===== src/rtl/ptp_rtc_pkg.sv =====
// Shared constants and helpers for the PTPv2 real-time clock.
package ptp_rtc_pkg;

  // Nanosecond-field modulus (one second).
  localparam logic [31:0] RTC_NS_PER_SEC = 32'd1_000_000_000;

  // Reset increment: 6.4 ns per cycle, i.e. a 156.25 MHz clock.
  localparam logic [31:0] RTC_INC_RST = 32'h0006_6666;

  // Block address reserved for the future bus wrapper.
  localparam logic [7:0] RTC_BLK_ADDR = 8'h40;

  // Turn a sign flag and an unsigned magnitude into a 34-bit signed offset.
  function automatic logic signed [33:0] signed_adj(input logic neg,
                                                    input logic [31:0] mag);
    logic signed [33:0] m;
    m = $signed({2'b00, mag});
    return neg ? -m : m;
  endfunction

endpackage


===== src/rtl/rtc_ns_norm.sv =====
// Combinational nanosecond normaliser: adds the integer increment, the
// fraction carry and a signed offset to ns, then folds the result back
// into [0, NS_PER_SEC) with at most one correction in either direction.
module rtc_ns_norm
  import ptp_rtc_pkg::*;
#(
  parameter logic [31:0] NS_PER_SEC = RTC_NS_PER_SEC
) (
  input  logic [31:0]        ns_i,
  input  logic [15:0]        inc_ns_i,
  input  logic               frac_c_i,
  input  logic signed [33:0] adj_i,
  output logic [31:0]        ns_o,
  output logic               sec_inc_o,
  output logic               sec_dec_o
);

  logic signed [33:0] t;

  // Sum everything in 34-bit signed, then correct by one second if needed.
  // The 32-bit corrections wrap modulo 2^32, which is exact because the
  // corrected value is always inside [0, NS_PER_SEC).
  always_comb begin
    t         = $signed({2'b00, ns_i}) + $signed({18'b0, inc_ns_i})
              + $signed({33'b0, frac_c_i}) + adj_i;
    ns_o      = t[31:0];
    sec_inc_o = 1'b0;
    sec_dec_o = 1'b0;
    if (t[33]) begin
      ns_o      = t[31:0] + NS_PER_SEC;
      sec_dec_o = 1'b1;
    end else if (t >= $signed({2'b00, NS_PER_SEC})) begin
      ns_o      = t[31:0] - NS_PER_SEC;
      sec_inc_o = 1'b1;
    end
  end

endmodule


===== src/rtl/ptp_rtc.sv =====
// Free-running PTPv2 real-time clock with load, signed adjust, programmable
// increment (frequency trim), second-boundary pulse and reject pulse.
// Per-cycle priority: load, then adjust, then the plain increment.
module ptp_rtc
  import ptp_rtc_pkg::*;
#(
  parameter logic [31:0] NS_PER_SEC = RTC_NS_PER_SEC,
  parameter logic [31:0] INC_RST    = RTC_INC_RST
) (
  input  logic        rtc_clk,
  input  logic        rtc_rst_n,
  input  logic        rtc_en_i,
  input  logic        inc_wr_i,
  input  logic [31:0] inc_i,
  input  logic        load_i,
  input  logic [47:0] load_sec_i,
  input  logic [31:0] load_ns_i,
  input  logic        adj_i,
  input  logic        adj_neg_i,
  input  logic [31:0] adj_ns_i,
  output logic [79:0] rtc_std_o,
  output logic [15:0] rtc_fns_o,
  output logic        pps_o,
  output logic        err_o
);

  logic [47:0] sec_q;
  logic [31:0] ns_q;
  logic [15:0] fns_q;
  logic [31:0] inc_q;
  logic        pps_q;
  logic        err_q;

  logic [31:0]        inc_eff;
  logic               frac_c;
  logic [15:0]        fns_sum;
  logic               load_ok;
  logic               load_bad;
  logic               adj_bad;
  logic               adj_ok;
  logic signed [33:0] adj_val;
  logic [31:0]        ns_norm;
  logic               sec_inc;
  logic               sec_dec;

  // Decode the per-cycle operation: effective increment, fraction sum,
  // which of load/adjust is accepted, and the signed offset to apply.
  always_comb begin
    inc_eff           = rtc_en_i ? inc_q : 32'd0;
    {frac_c, fns_sum} = {1'b0, fns_q} + {1'b0, inc_eff[15:0]};
    load_bad          = load_i && (load_ns_i >= NS_PER_SEC);
    load_ok           = load_i && !load_bad;
    adj_bad           = adj_i && (adj_ns_i >= NS_PER_SEC);
    // A valid load overrides any adjust in the same cycle.
    adj_ok            = adj_i && !adj_bad && !load_ok;
    adj_val           = adj_ok ? signed_adj(adj_neg_i, adj_ns_i) : 34'sd0;
  end

  rtc_ns_norm #(
    .NS_PER_SEC (NS_PER_SEC)
  ) u_ns_norm (
    .ns_i      (ns_q),
    .inc_ns_i  (inc_eff[31:16]),
    .frac_c_i  (frac_c),
    .adj_i     (adj_val),
    .ns_o      (ns_norm),
    .sec_inc_o (sec_inc),
    .sec_dec_o (sec_dec)
  );

  // Time registers: absolute load wins, otherwise take the normalised sum.
  // Seconds wrap modulo 2^48 in both directions.
  always_ff @(posedge rtc_clk or negedge rtc_rst_n) begin
    if (!rtc_rst_n) begin
      sec_q <= '0;
      ns_q  <= '0;
      fns_q <= '0;
      pps_q <= 1'b0;
      err_q <= 1'b0;
    end else begin
      if (load_ok) begin
        sec_q <= load_sec_i;
        ns_q  <= load_ns_i;
        fns_q <= '0;
      end else begin
        ns_q  <= ns_norm;
        fns_q <= fns_sum;
        if (sec_inc)      sec_q <= sec_q + 48'd1;
        else if (sec_dec) sec_q <= sec_q - 48'd1;
      end
      pps_q <= !load_ok && sec_inc;
      // An adjust masked by a valid load is not a rejection.
      err_q <= load_bad || (adj_bad && !load_ok);
    end
  end

  // Increment register; a write is used from the following cycle onward.
  always_ff @(posedge rtc_clk or negedge rtc_rst_n) begin
    if (!rtc_rst_n) inc_q <= INC_RST;
    else if (inc_wr_i) inc_q <= inc_i;
  end

  assign rtc_std_o = {sec_q, ns_q};
  assign rtc_fns_o = fns_q;
  assign pps_o     = pps_q;
  assign err_o     = err_q;

endmodule


===== config.mk =====
export PLATFORM = sky130hd
export DESIGN_NAME = ptp_rtc
export DESIGN_NICKNAME = d
export VERILOG_FILES = /design/src/rtl/ptp_rtc_pkg.sv /design/src/rtl/rtc_ns_norm.sv /design/src/rtl/ptp_rtc.sv
export SDC_FILE = /design/constraint.sdc
export NUM_CORES = 1
export LEC_CHECK = 0
export CAP_MARGIN = 20
export CORE_MARGIN = 2
export CORE_UTILIZATION = 45
export CTS_BUF_LIST = sky130_fd_sc_hd__clkbuf_8
export DETAILED_ROUTE_END_ITERATION = 10
export PLACE_DENSITY_LB_ADDON = 0.15
export SLEW_MARGIN = 15
export SYNTH_ARGS = -nofsm -noshare
export SYNTH_HDL_FRONTEND = slang
export SYNTH_SLANG_ARGS = --single-unit

===== constraint.sdc =====
create_clock -name rtc_clk -period 11.3 [get_ports rtc_clk]
set_clock_uncertainty 0.05 [all_clocks]
set_input_delay 2.26 -clock rtc_clk [delete_from_list [all_inputs] [get_ports rtc_clk]]
set_output_delay 2.26 -clock rtc_clk [all_outputs]
set_load 0.01 [all_outputs]

==> flow_summary.ini, run 1 <==
[run_status]
run_status = completed

[global_routing]
grt_max_degree = 90
grt-ovfl-total = 0
track_usage = 0.295
grt_pass1_vias = 15400
antenna_found_initial = 3
grt_pass1_wl_mm = 78.1

[logic_synthesis]
synth_area_um2 = 13900
synth_top_flop_cell = dfrtp_1
syn_inst = 1778
synth_cell_types = 88
ys_async_sr_fraction = 1.00
synth.ff_latch_count = 130
synth.avg_cell_area_um2 = 7.84
synth-edff-count = 0
syn-num-nets = 2053
yosysWarningCount = 0
seq_area_frac_synth = 0.234

[cts]
h-tree-depth = 4
cts_tree = built
insertion_delay_ns = 0.48
cts_buffers = 17
clk_pin_slew_ns = 0.09
clkSinkCount = 130
clock_path_buffers = 2
cts_root_buf = clkbuf_8

[sta]
finalCritPeriodShare = 0.956
whs_ns = 0.455
setup_viol = 0
worstMarginPinSlew_ns = 0.991
fin_ws_ns = 0.498
tns_ns = 0
relSlewSlack = 0.335
max_freq_mhz = 92.6
hold_viol = 0
slew_violations = 0
min_period_ns = 10.80

[job]
drv_cap = 0

[floorplan]
die_area_um2 = 32400
fp.dieW_um = 180
core_area_um2 = 30600
ios = 249
dieHeight_um = 180
rows = 64
start_util = 0.456

[finish]
fillers = 2789
nets = 2515
drive_gt1_frac = 0.182
final_cell_count_no_fill = 2652
final_area_um2 = 19300
syn_to_final_growth_pct = 38.1

[worst_setup_path]
slowest_delay_ns = 0.45
worst-path-buf-inv = 6
critPathRequiredTime_ns = 11.61
end_kind = flop
cp_max_fo = 16
critPathSlowestCell = a311o_2
crit_arrival_ns = 11.11
path_class = input pin to flop
cp-start-kind = input pin
cpMostUsedCell = o21ai_1
critPathTopFamily = compound AO/OA/AOI/OAI gates

[place]
place_ws_ns = -0.630
placed_cell_area_um2 = 18700
dp_hpwl_mm = 38.6
post-place-cells = 2613
portBuffers = 248
place_congestion = 0.969

[power]
p_int_w = 0.00389
cellPowerDensity_nw_per_um2 = 396
irDropWorstVdd_mv = 0.259
p_leak_nw = 8.68
p_sw_w = 0.00373
switching_share = 0.489
p_clk_frac = 0.054
power_frac_comb = 0.828
seqPwrFrac = 0.118

[drt]
via_count = 15300
first_iter_violations = 975
ant_nets = 0
avgViaCountPerCell = 5.79
drc = 0
drt-pass1-iter-count = 5
wl_per_cell_um = 18.4
routed_wl_mm = 48.7

[hold_path]
worstHoldPathType = flop to flop
synth_stat cells, drive strengths merged (11+ instances only):
library cell / n / area share
ha: 119 / 0.11
a22oi: 11 / 0.0059
inv: 49 / 0.013
nor3: 45 / 0.017
nand4: 22 / 0.0099
o31ai: 18 / 0.0097
nand3: 50 / 0.018
nand2b: 18 / 0.0081
and2: 48 / 0.022
o211ai: 15 / 0.0081
or3: 22 / 0.0099
nor2: 164 / 0.045
buf: 38 / 0.014
mux2i: 17 / 0.012
xor2: 71 / 0.045
o21ai: 126 / 0.045
and3: 24 / 0.011
a21oi: 121 / 0.045
nand2: 199 / 0.054
or4: 15 / 0.0081
mux2: 35 / 0.028
a211oi: 24 / 0.013
a21o: 63 / 0.034
nor2b: 14 / 0.0063
xnor2: 63 / 0.040
o21a: 18 / 0.0097
clkbuf: 46 / 0.012
a31oi: 48 / 0.022
dfrtp: 120 / 0.22
through the flow:
step                 util  power [W]
finish              0.630    0.00762
global route        0.629    0.00832
CTS                 0.623    0.00746
detailed placement  0.610    0.00699
global placement    0.610    0.00691
floorplan               -    0.00456
registers in the layout (all words and copies together), names as in the netlist:
name	count
pps_o	1
inc_q	32
err_o	1
rtc_fns_o	16
ns_q	32
sec_q	48
routing by layer:
layer | global-route usage | wire (um) | vias up
li1 | - | - | 7465
met1 | 0.378 | 21300 | 7319
met2 | 0.498 | 23200 | 465
met3 | 0.0426 | 2410 | 94
met4 | 0.125 | 1770 | 0
met5 | 0 | 0 | -
power by group through the flow:
stage	clock [W]	sequential [W]	combinational (W)
2_1_floorplan	0	0.000911	0.00365
3_3_place_gp	0	0.000906	0.00600
3_5_place_dp	0	0.000904	0.00609
4_1_cts	0.000419	0.000898	0.00614
5_1_grt	0.000438	0.000926	0.00695
6_report	0.000410	0.000902	0.00631
path summary, 6_finish.rpt:
| check | startpoint | to | slack, ns | depth (start not counted) |
|---|---|---|---|---|
| max reg2reg | inc_q[0] | sec_q[42] | 2.46 | 40 |
| min reg2reg | inc_q[4] | inc_q[4] | 0.46 | 1 |
| min | inc_q[4] | inc_q[4] | 0.46 | 1 |
| max in group asynchronous | rtc_rst_n | rtc_fns_o[12] | 8.10 | 2 |
| max | rtc_en_i | sec_q[42] | 0.50 | 42 |
| min in group asynchronous | rtc_rst_n | ns_q[20] | 1.74 | 1 |
cell type report:
type / count / area (um2) / share of cell area
Multi-Input combinational cell: 1515 / 10300 / 0.535
Timing Repair Buffer: 527 / 4610 / 0.239
Sequential cell: 130 / 3270 / 0.170
Tap cell: 396 / 495 / 0.0257
Clock buffer: 17 / 234 / 0.0121
Inverter: 49 / 186 / 0.00968
Clock inverter: 15 / 150 / 0.00780
Antenna cell: 3 / 7.51 / 0.000390
repair_timing:
item                       4_1_cts  5_1_grt
pin swaps                        2       16
setup endpoints to repair        9       32
gates resized for setup          5       50
cloned                           0        0
hold buffers                     0        0
buffers inserted                 1        3
layout by cell type (no fill, tap or decap), types with 21 or more instances in the layout:
master / instances
o21ai_0: 103
or3_1: 22
and3_1: 24
nand2_1: 198
xnor2_1: 60
o21ai_1: 21
a211oi_1: 23
buf_4: 274
nor2_1: 163
mux2_2: 35
a21o_1: 63
dfrtp_1: 120
a21oi_1: 113
inv_1: 48
clkdlybuf4s50_1: 246
ha_1: 119
a31oi_1: 44
nand4_1: 22
and2_1: 48
xor2_1: 71
nor3_1: 44
nand3_1: 48
cell families (layout without fill, tap and decap cells):
| family | after synthesis | count (layout) | synth area share |
|---|---|---|---|
| xor+xnor | 134 | 134 | 0.0842 |
| simple gates | 660 | 660 | 0.230 |
| compound gates | 545 | 545 | 0.258 |
| fa+ha+maj | 124 | 124 | 0.114 |
| flops | 130 | 130 | 0.234 |
| mux | 52 | 52 | 0.0405 |
| buf+inv | 133 | 608 | 0.0394 |
| other cells | 0 | 3 | 0 |
(Power assumes the default switching activity.)
==> run 2, diff against run 1 <==
--- a/config.mk
+++ b/config.mk
@@ -11,7 +11,7 @@
 export CTS_BUF_LIST = sky130_fd_sc_hd__clkbuf_8
 export DETAILED_ROUTE_END_ITERATION = 10
 export PLACE_DENSITY_LB_ADDON = 0.15
-export SLEW_MARGIN = 15
+export SLEW_MARGIN = 20
 export SYNTH_ARGS = -nofsm -noshare
 export SYNTH_HDL_FRONTEND = slang
 export SYNTH_SLANG_ARGS = --single-unit
==> results of run 2 <==
No change in the layout: final DEF, timing and power equal those of run 1.
==> run 3, diff against run 2 <==
--- a/config.mk
+++ b/config.mk
@@ -11,6 +11,7 @@
 export CTS_BUF_LIST = sky130_fd_sc_hd__clkbuf_8
 export DETAILED_ROUTE_END_ITERATION = 10
 export PLACE_DENSITY_LB_ADDON = 0.15
+export SKIP_LAST_GASP = 1
 export SLEW_MARGIN = 20
 export SYNTH_ARGS = -nofsm -noshare
 export SYNTH_HDL_FRONTEND = slang
==> run 3 against run 2 <==
Net effect:
- wire length is essentially flat
- via count is essentially flat
- worst setup slack gained 0.020 ns
- combinational power is essentially flat
- sequential share of layout area is the same
- cell count is the same
- first-iteration DRC count grew 0.10%
- worst hold slack is the same
- critical path type unchanged
- largest cell class unchanged
- final area is the same
==> flow_summary.ini, run 3 (synthesized netlist as in run 1, its figures left out) <==
[run_status]
run_status = completed

[sta]
worstMarginPinSlew_ns = 0.991
setup_viol = 0
slew_violations = 0
fin_ws_ns = 0.518
min_period_ns = 10.78
hold_viol = 0
max_freq_mhz = 92.8
finalCritPeriodShare = 0.954
relSlewSlack = 0.335
rsz0062_at_grt = true

[floorplan]
core_area_um2 = 30600
ios = 249
dieHeight_um = 180
die_area_um2 = 32400
start_util = 0.456
rows = 64
fp.dieW_um = 180

[finish]
top_regs = sec_q x48, inc_q x32, ns_q x32
register_area_um2 = 3270
largest_register_ffs = 48
final_common_cell = buf_4
fillers = 2789
final_area_um2 = 19300
final_cell_count_no_fill = 2652
syn_to_final_growth_pct = 38.1
nets = 2515
mostFrequentLayoutCells = buf_4, clkdlybuf4s50_1, nand2_1
drive_gt1_frac = 0.182
top_register = sec_q
multi_input_area_um2 = 10300
post-route-util = 0.630

[drt]
avgViaCountPerCell = 5.79
ant_nets = 0
drc = 0
drt-pass1-iter-count = 5
routed_wl_mm = 48.7
first_iter_violations = 976
wl_per_cell_um = 18.4
via_count = 15400

[global_routing]
grt_use_met1 = 0.378
grt-ovfl-total = 0
track_usage = 0.295
antenna_found_initial = 3
use_met3 = 0.0426
grt_pass1_vias = 15400
grt_max_degree = 90
met2_usage = 0.498
busiest_layer = met2
grt_pass1_wl_mm = 78.1

[cts]
cts-hold-fix-buffers = 0
cts_root_buf = clkbuf_8
cts_tree = built
clock_path_buffers = 2
cts_buffers = 17
h-tree-depth = 4
insertion_delay_ns = 0.48
clkSinkCount = 130
clk_pin_slew_ns = 0.09

[hold_path]
holdPathStages = 1
worstHoldPathType = flop to flop

[worst_setup_path]
slowest_delay_ns = 0.45
end_kind = flop
critPathRequiredTime_ns = 11.61
reg2reg_depth = 40
cp-start-kind = input pin
cpMostUsedCell = o21ai_1
path_class = input pin to flop
critPathSlowestCell = a311o_2
crit_arrival_ns = 11.09
cp_max_fo = 16

[power]
power.total_w = 0.00762
p_leak_nw = 8.68
irDropWorstVdd_mv = 0.259
cellPowerDensity_nw_per_um2 = 396

[place]
place_congestion = 0.969
placed_cell_area_um2 = 18700
dp_hpwl_mm = 38.6
portBuffers = 248
place_ws_ns = -0.630
post-place-cells = 2613

[job]
drv_cap = 0
## run 3: worst paths after layout
| kind | from | end | slack [ns] |
|---|---|---|---|
| worst min-delay path | inc_q[4] | inc_q[4] | 0.46 |
| max in group asynchronous | rtc_rst_n | rtc_fns_o[12] | 8.09 |
| worst max-delay path | rtc_en_i | sec_q[42] | 0.52 |
| min in group asynchronous | rtc_rst_n | ns_q[20] | 1.74 |
| worst min register to register | inc_q[4] | inc_q[4] | 0.46 |
| worst max register to register | inc_q[0] | sec_q[42] | 2.48 |
## run 3: repair_timing
| action | 4_1_cts | 5_1_grt |
|---|---|---|
| setup endpoints to repair | 9 | 32 |
| pin swaps | 2 | 16 |
| hold endpoints to repair | 0 | 0 |
| buffers inserted | 1 | 3 |
| gates resized for setup | 5 | 49 |
## run 3: report_power, final
part	switching, W	internal (W)	total (W)
logic	0.00328	0.00302	0.00631
clock network	0.000230	0.000180	0.000410
registers	0.000216	0.000687	0.000902
total	0.00373	0.00389	0.00762
## run 3: layer usage
metal  wire [um]  vias to the layer above
met5           0                        -
met1       21300                     7328
met3        2360                       94
met2       23300                      465
met4        1770                        0
li1            -                     7464
## run 3: layout make-up
cell class	count	share of cell area
Tap cell	396	0.0257
Clock inverter	15	0.00780
Multi-Input combinational cell	1515	0.535
Clock buffer	17	0.0121
Inverter	49	0.00968
Sequential cell	130	0.170
Timing Repair Buffer	527	0.239
Antenna cell	3	0.000390
## run 3: critical path: cells and delay by family
family,cells,cell delay [ns]
AND/OR/NAND/NOR,6,0.99
buffers and inverters,6,1.10
adder cells (fa/ha/maj),5,1.51
AO/OA/AOI/OAI,25,5.23
## run 3: per-stage QoR
stage | hold slack [ns] | TNS, ns
2_1_floorplan | 0.422 | 0
3_3_place_gp | 0.433 | -3.88
3_5_place_dp | 0.439 | -8.80
4_1_cts | 0.461 | 0
5_1_grt | 0.468 | -0.0469
6_report | 0.455 | 0
